--- src/rtl/nes_controller_device.sv ---
// nes_controller_device: controller end of the NES serial pad protocol.
// Snapshots an active-high button vector on latch and shifts it out
// active-low on each console clock rising edge.
//   clk                 system clock
//   i_rst_n             asynchronous active-low reset
//   i_buttons[7:0]      live buttons, bit7=A ... bit0=Right, 1=pressed
//   i_controller_latch  console latch, asynchronous, active-high
//   i_controller_clock  console clock, asynchronous, idles high
//   o_controller_data   serial data, 0=pressed
//   o_latched           pulse when the snapshot is frozen
//   o_frame_done        pulse when the 7th clock rising edge is processed
//   o_busy              high while loading or shifting
module nes_controller_device #(
    parameter int SYNC_STAGES    = 2,
    parameter int TIMEOUT_CYCLES = 0
) (
    input  logic       clk,
    input  logic       i_rst_n,
    input  logic [7:0] i_buttons,
    input  logic       i_controller_latch,
    input  logic       i_controller_clock,
    output logic       o_controller_data,
    output logic       o_latched,
    output logic       o_frame_done,
    output logic       o_busy
);
    localparam int TW = (TIMEOUT_CYCLES > 0) ? $clog2(TIMEOUT_CYCLES + 1) : 1;
    localparam logic [TW-1:0] T_LAST = TW'((TIMEOUT_CYCLES > 0) ? TIMEOUT_CYCLES - 1 : 0);
    typedef enum logic [1:0] {IDLE, LOAD, SHIFT} state_e;
    state_e                 state_q;
    logic [SYNC_STAGES-1:0] l_sync_q, c_sync_q;
    logic                   l_prev_q, c_prev_q;
    logic [7:0]             shreg_q;
    logic [3:0]             bcnt_q;
    logic [TW-1:0]          tcnt_q;
    logic                   data_q, latched_q, frame_done_q, busy_q;
    logic                   l_s, c_s, l_fall, c_rise;
    assign l_s    = l_sync_q[SYNC_STAGES-1];
    assign c_s    = c_sync_q[SYNC_STAGES-1];
    assign l_fall = ~l_s & l_prev_q;
    assign c_rise = c_s & ~c_prev_q;
    assign o_controller_data = data_q;
    assign o_latched         = latched_q;
    assign o_frame_done      = frame_done_q;
    assign o_busy            = busy_q;
    always_ff @(posedge clk or negedge i_rst_n) begin
        if (!i_rst_n) begin
            state_q      <= IDLE;
            l_sync_q     <= '0;
            c_sync_q     <= '1;
            l_prev_q     <= 1'b0;
            c_prev_q     <= 1'b1;
            shreg_q      <= 8'h00;
            bcnt_q       <= 4'd0;
            tcnt_q       <= '0;
            data_q       <= 1'b1;
            latched_q    <= 1'b0;
            frame_done_q <= 1'b0;
            busy_q       <= 1'b0;
        end else begin
            l_sync_q     <= {l_sync_q[SYNC_STAGES-2:0], i_controller_latch};
            c_sync_q     <= {c_sync_q[SYNC_STAGES-2:0], i_controller_clock};
            l_prev_q     <= l_s;
            c_prev_q     <= c_s;
            latched_q    <= 1'b0;
            frame_done_q <= 1'b0;
            // latch high overrides any state and any clock edge; data tracks live buttons
            if (l_s) begin
                state_q <= LOAD;
                shreg_q <= i_buttons;
                data_q  <= ~i_buttons[7];
                bcnt_q  <= 4'd0;
                tcnt_q  <= '0;
                busy_q  <= 1'b1;
            end else if (state_q == LOAD && l_fall) begin
                // a clock edge coinciding with the latch fall is discarded here
                state_q   <= SHIFT;
                bcnt_q    <= 4'd0;
                tcnt_q    <= '0;
                latched_q <= 1'b1;
            end else if (state_q == SHIFT) begin
                if (c_rise) begin
                    // over-read edges shift in 1, so the line reads pressed
                    shreg_q      <= {shreg_q[6:0], 1'b1};
                    data_q       <= ~shreg_q[6];
                    bcnt_q       <= (bcnt_q == 4'd15) ? bcnt_q : bcnt_q + 4'd1;
                    tcnt_q       <= '0;
                    frame_done_q <= (bcnt_q == 4'd6);
                end else if (TIMEOUT_CYCLES > 0 && tcnt_q == T_LAST) begin
                    state_q <= IDLE;
                    busy_q  <= 1'b0;
                end else if (TIMEOUT_CYCLES > 0) begin
                    tcnt_q <= tcnt_q + TW'(1);
                end
            end
        end
    end
endmodule
--- config.mk ---
export PLATFORM = sky130hd
export DESIGN_NAME = nes_controller_device
export DESIGN_NICKNAME = d
export VERILOG_FILES = /design/src/rtl/nes_controller_device.sv
export SDC_FILE = /design/constraint.sdc
export NUM_CORES = 1
export LEC_CHECK = 0
export CAP_MARGIN = 20
export CORE_ASPECT_RATIO = 1.75
export CORE_MARGIN = 2
export CORE_UTILIZATION = 40
export CTS_CLUSTER_DIAMETER = 100
export DETAILED_ROUTE_END_ITERATION = 8
export GPL_ROUTABILITY_DRIVEN = 0
export HOLD_SLACK_MARGIN = 0.02
export SLEW_MARGIN = 40
export SYNTH_ARGS = -nofsm -noshare
export SYNTH_HDL_FRONTEND = slang
export SYNTH_SLANG_ARGS = --single-unit
--- constraint.sdc ---
create_clock -name clk -period 2.77 [get_ports clk]
set_input_delay 0.6925 -clock clk [delete_from_list [all_inputs] [get_ports clk]]
set_output_delay 0.6925 -clock clk [all_outputs]
set_load 0.005 [all_outputs]
==> flow_summary.json <==
{
  "cts_tree": "done",
  "cts_buffer_depth": 2,
  "p_leak_nw": 0.487,
  "postSynthAreaPerCell_um2": 11.7,
  "drive_gt1_share_pct": 11.5,
  "cp_top_family": "flip-flops",
  "fillers": 219,
  "antenna_found_initial": 0,
  "synth_top_family_by_area": "simple AND/OR/NAND/NOR gates",
  "period_needed_ps": 1970,
  "r2r-end": "bcnt_q[0]",
  "hp-start": "c_sync_q[0]",
  "arrival_ps": 1270,
  "holdBufCountCts": 0,
  "holdPathStages": 0,
  "ys.flop_type": "dfrtp_1",
  "first_global_vias": 592,
  "critical_path.max_fanout": 2,
  "post-cts-setup-buffers": 0,
  "fp-row-count": 23,
  "synth-edff-count": 0,
  "end_kind": "output port",
  "worst_pin_slew_ps": 580,
  "max-vdd-ir-drop_uv": 381,
  "cp.required_ps": 2080,
  "overflow": 0,
  "wl_per_cell_um": 12.0,
  "grt_max_degree": 24,
  "vias": 628,
  "fmax_ghz": 0.508,
  "ys_types": 26,
  "path_buf_inv": 1,
  "worstSkewPairLatency_ps": 260,
  "initial_utilization_pct": 41.8,
  "synthXorXnorAreaFrac_pct": 0,
  "fin_skew_ps": 2.55,
  "ctsResizeCount": 0,
  "diodes": 0,
  "rsz0062_at_grt": "false",
  "total_power_w": 0.000625,
  "ys_ff_latch": 23,
  "io_buffers": 15,
  "cts_root_buffer": "clkbuf_8",
  "area_growth_pct": 23.1,
  "drv_slew": 0,
  "cts_sinks": 23,
  "slew-limit-headroom_pct": 61.3,
  "cts_buffers": 3,
  "drt_wl_total_um": 1450,
  "syn_inst": 80,
  "die-area_um2": 2760,
  "worstSetupStartpointType": "flip-flop",
  "fin_nets": 111,
  "synth_compound_area_share_pct": 11.1,
  "path_cells": "clkdlybuf4s50_1",
  "hold_viol": 0,
  "hpwl_um": 1070,
  "htree_levels": 1,
  "first_iter_violations": 18,
  "clk_pin_slew_ps": 80,
  "coreArea_um2": 2240,
  "grt_pass1_wl_um": 2580,
  "timing.final.crit_share_pct": 71.0,
  "cap_violations": 0,
  "die_w_um": 40.6,
  "path_class": "reg -> out",
  "fp.dieH_um": 68.0,
  "rrSetupSlack_ps": 1200,
  "io_pins": 16,
  "dr.pass1.iters": 4,
  "via_per_inst": 5.19,
  "status": "complete, no violations",
  "setup_viol": 0,
  "drc_errors": 0,
  "synth_area_um2": 937,
  "setup_tns_ps": 0,
  "drt.antenna.violating_nets": 0,
  "p_per_area_nw_per_um2": 542,
  "async_flop_share_pct": 100,
  "seq_area_frac_synth_pct": 61.9,
  "regToRegStartpoint": "c_sync_q[1]",
  "yosys.area_share.simple_pct": 15.6,
  "synthAdderAreaFrac_pct": 2.67,
  "hold_end": "c_sync_q[1]",
  "yosys_warnings": 0,
  "mappedNetlistNets": 94,
  "cp_slowest_cell": "dfstp_2",
  "synth.area.mux_share_pct": 6.41,
  "regArea_um2": 581,
  "min_path_type": "reg -> reg",
  "grt_use_total_pct": 13.8,
  "reg2reg_depth": 3,
  "multiInputGateArea_um2": 335,
  "cp_slowest_stage_delay_ps": 530
}
[per-layer routing]
| metal | share of wire [%] | track usage [%] | wire length [µm] | up-vias |
|---|---|---|---|---|
| li1 | - | - | - | 310 |
| met1 | 42 | 17.6 | 611 | 307 |
| met2 | 54 | 21.0 | 780 | 9 |
| met3 | 2.6 | 1.95 | 38 | 2 |
| met4 | 1.4 | 8.75 | 21 | 0 |
| met5 | 0 | 0 | 0 | - |
[synth_stat cells, types with 2 or more instances]
cell type / number / area, µm²
nand2b_1: 2 / 12.5
nand2_1: 8 / 30.0
mux2i_1: 6 / 60.1
buf_2: 2 / 10.0
o21ai_1: 2 / 10.0
a21oi_1: 5 / 25.0
dfrtp_1: 19 / 475
ha_1: 2 / 25.0
dfstp_2: 4 / 105
or3_1: 3 / 18.8
nor2_1: 5 / 18.8
clkbuf_1: 2 / 7.51
o21ai_0: 7 / 35.0
[worst reg2reg max path, stage by stage (launching register included)]
cell,delay (ps)
dfstp_2,540
nand4bb_1,340
or3_1,460
a21oi_1,150
[layout by cell type, fill, tap and decap left out, drive strengths merged]
cell type and instances:
a21o 1, a21oi 5, a311oi 1, and2 1, and3 1, and4b 1, and4bb 1, buf 1
clkbuf 4, clkdlybuf4s50 15, dfrtp 19, dfstp 4, ha 2, inv 1, mux2i 6, nand2 8
nand2b 2, nand3 1, nand3b 1, nand4bb 1, nor2 5, o21ai 9, o31a 1, o31ai 1
or2 1, or3 3
[power breakdown]
group | internal (W) | leakage [nW] | switching (W)
clock | 0.000102 | 0.0228 | 0.0000995
sequential | 0.000357 | 0.277 | 0.0000139
combinational | 0.0000323 | 0.187 | 0.0000200
total | 0.000492 | 0.487 | 0.000133
[cell type report]
cell class                 count  share of cell area [%]
sequential                    23                    50.3
clock buffer                   4                    3.90
tap                           25                    2.71
multi-input combinational     52                    29.1
timing repair buffer          16                    13.7
inverter                       1                   0.325
[registers in the layout, summed over array words and instances, names as in the netlist]
signal,cells
shreg_q,7
o_controller_data,1
bcnt_q,4
o_frame_done,1
c_prev_q,1
l_sync_q,2
c_sync_q,2
o_busy,1
state_q,2
o_latched,1
l_prev_q,1
[worst max path at each step]
stage                                 start           endpoint  slack (ps)  cells past startpoint
after CTS                 o_controller_data  o_controller_data         790                      1
after detailed placement  o_controller_data  o_controller_data        1080                      1
after floorplan                   bcnt_q[0]          bcnt_q[0]        1460                      4
after global placement    o_controller_data  o_controller_data        1090                      1
final                     o_controller_data  o_controller_data         800                      1
after global routing      o_controller_data  o_controller_data         770                      1
[kinds of logic (layout without fill, tap and decap cells)]
| group | Yosys count | count (layout) |
|---|---|---|
| adder cells (fa/ha/maj) | 2 | 2 |
| multiplexers | 6 | 6 |
| AND/OR/NAND/NOR | 26 | 26 |
| flip-flops | 23 | 23 |
| AO/OA/AOI/OAI | 18 | 18 |
| buffers and inverters | 5 | 21 |
[per-stage QoR]
step	cells	setup slack, ps	hold slack, ps	area, µm²	util (%)
after floorplan	80	1460	331	937	-
after global placement	117	1090	337	1110	49.4
after detailed placement	117	1080	343	1110	49.4
after CTS	121	789	361	1150	51.4
after global routing	121	768	363	1150	51.4
final	121	803	358	1150	51.4
(Power assumes the default switching activity.)
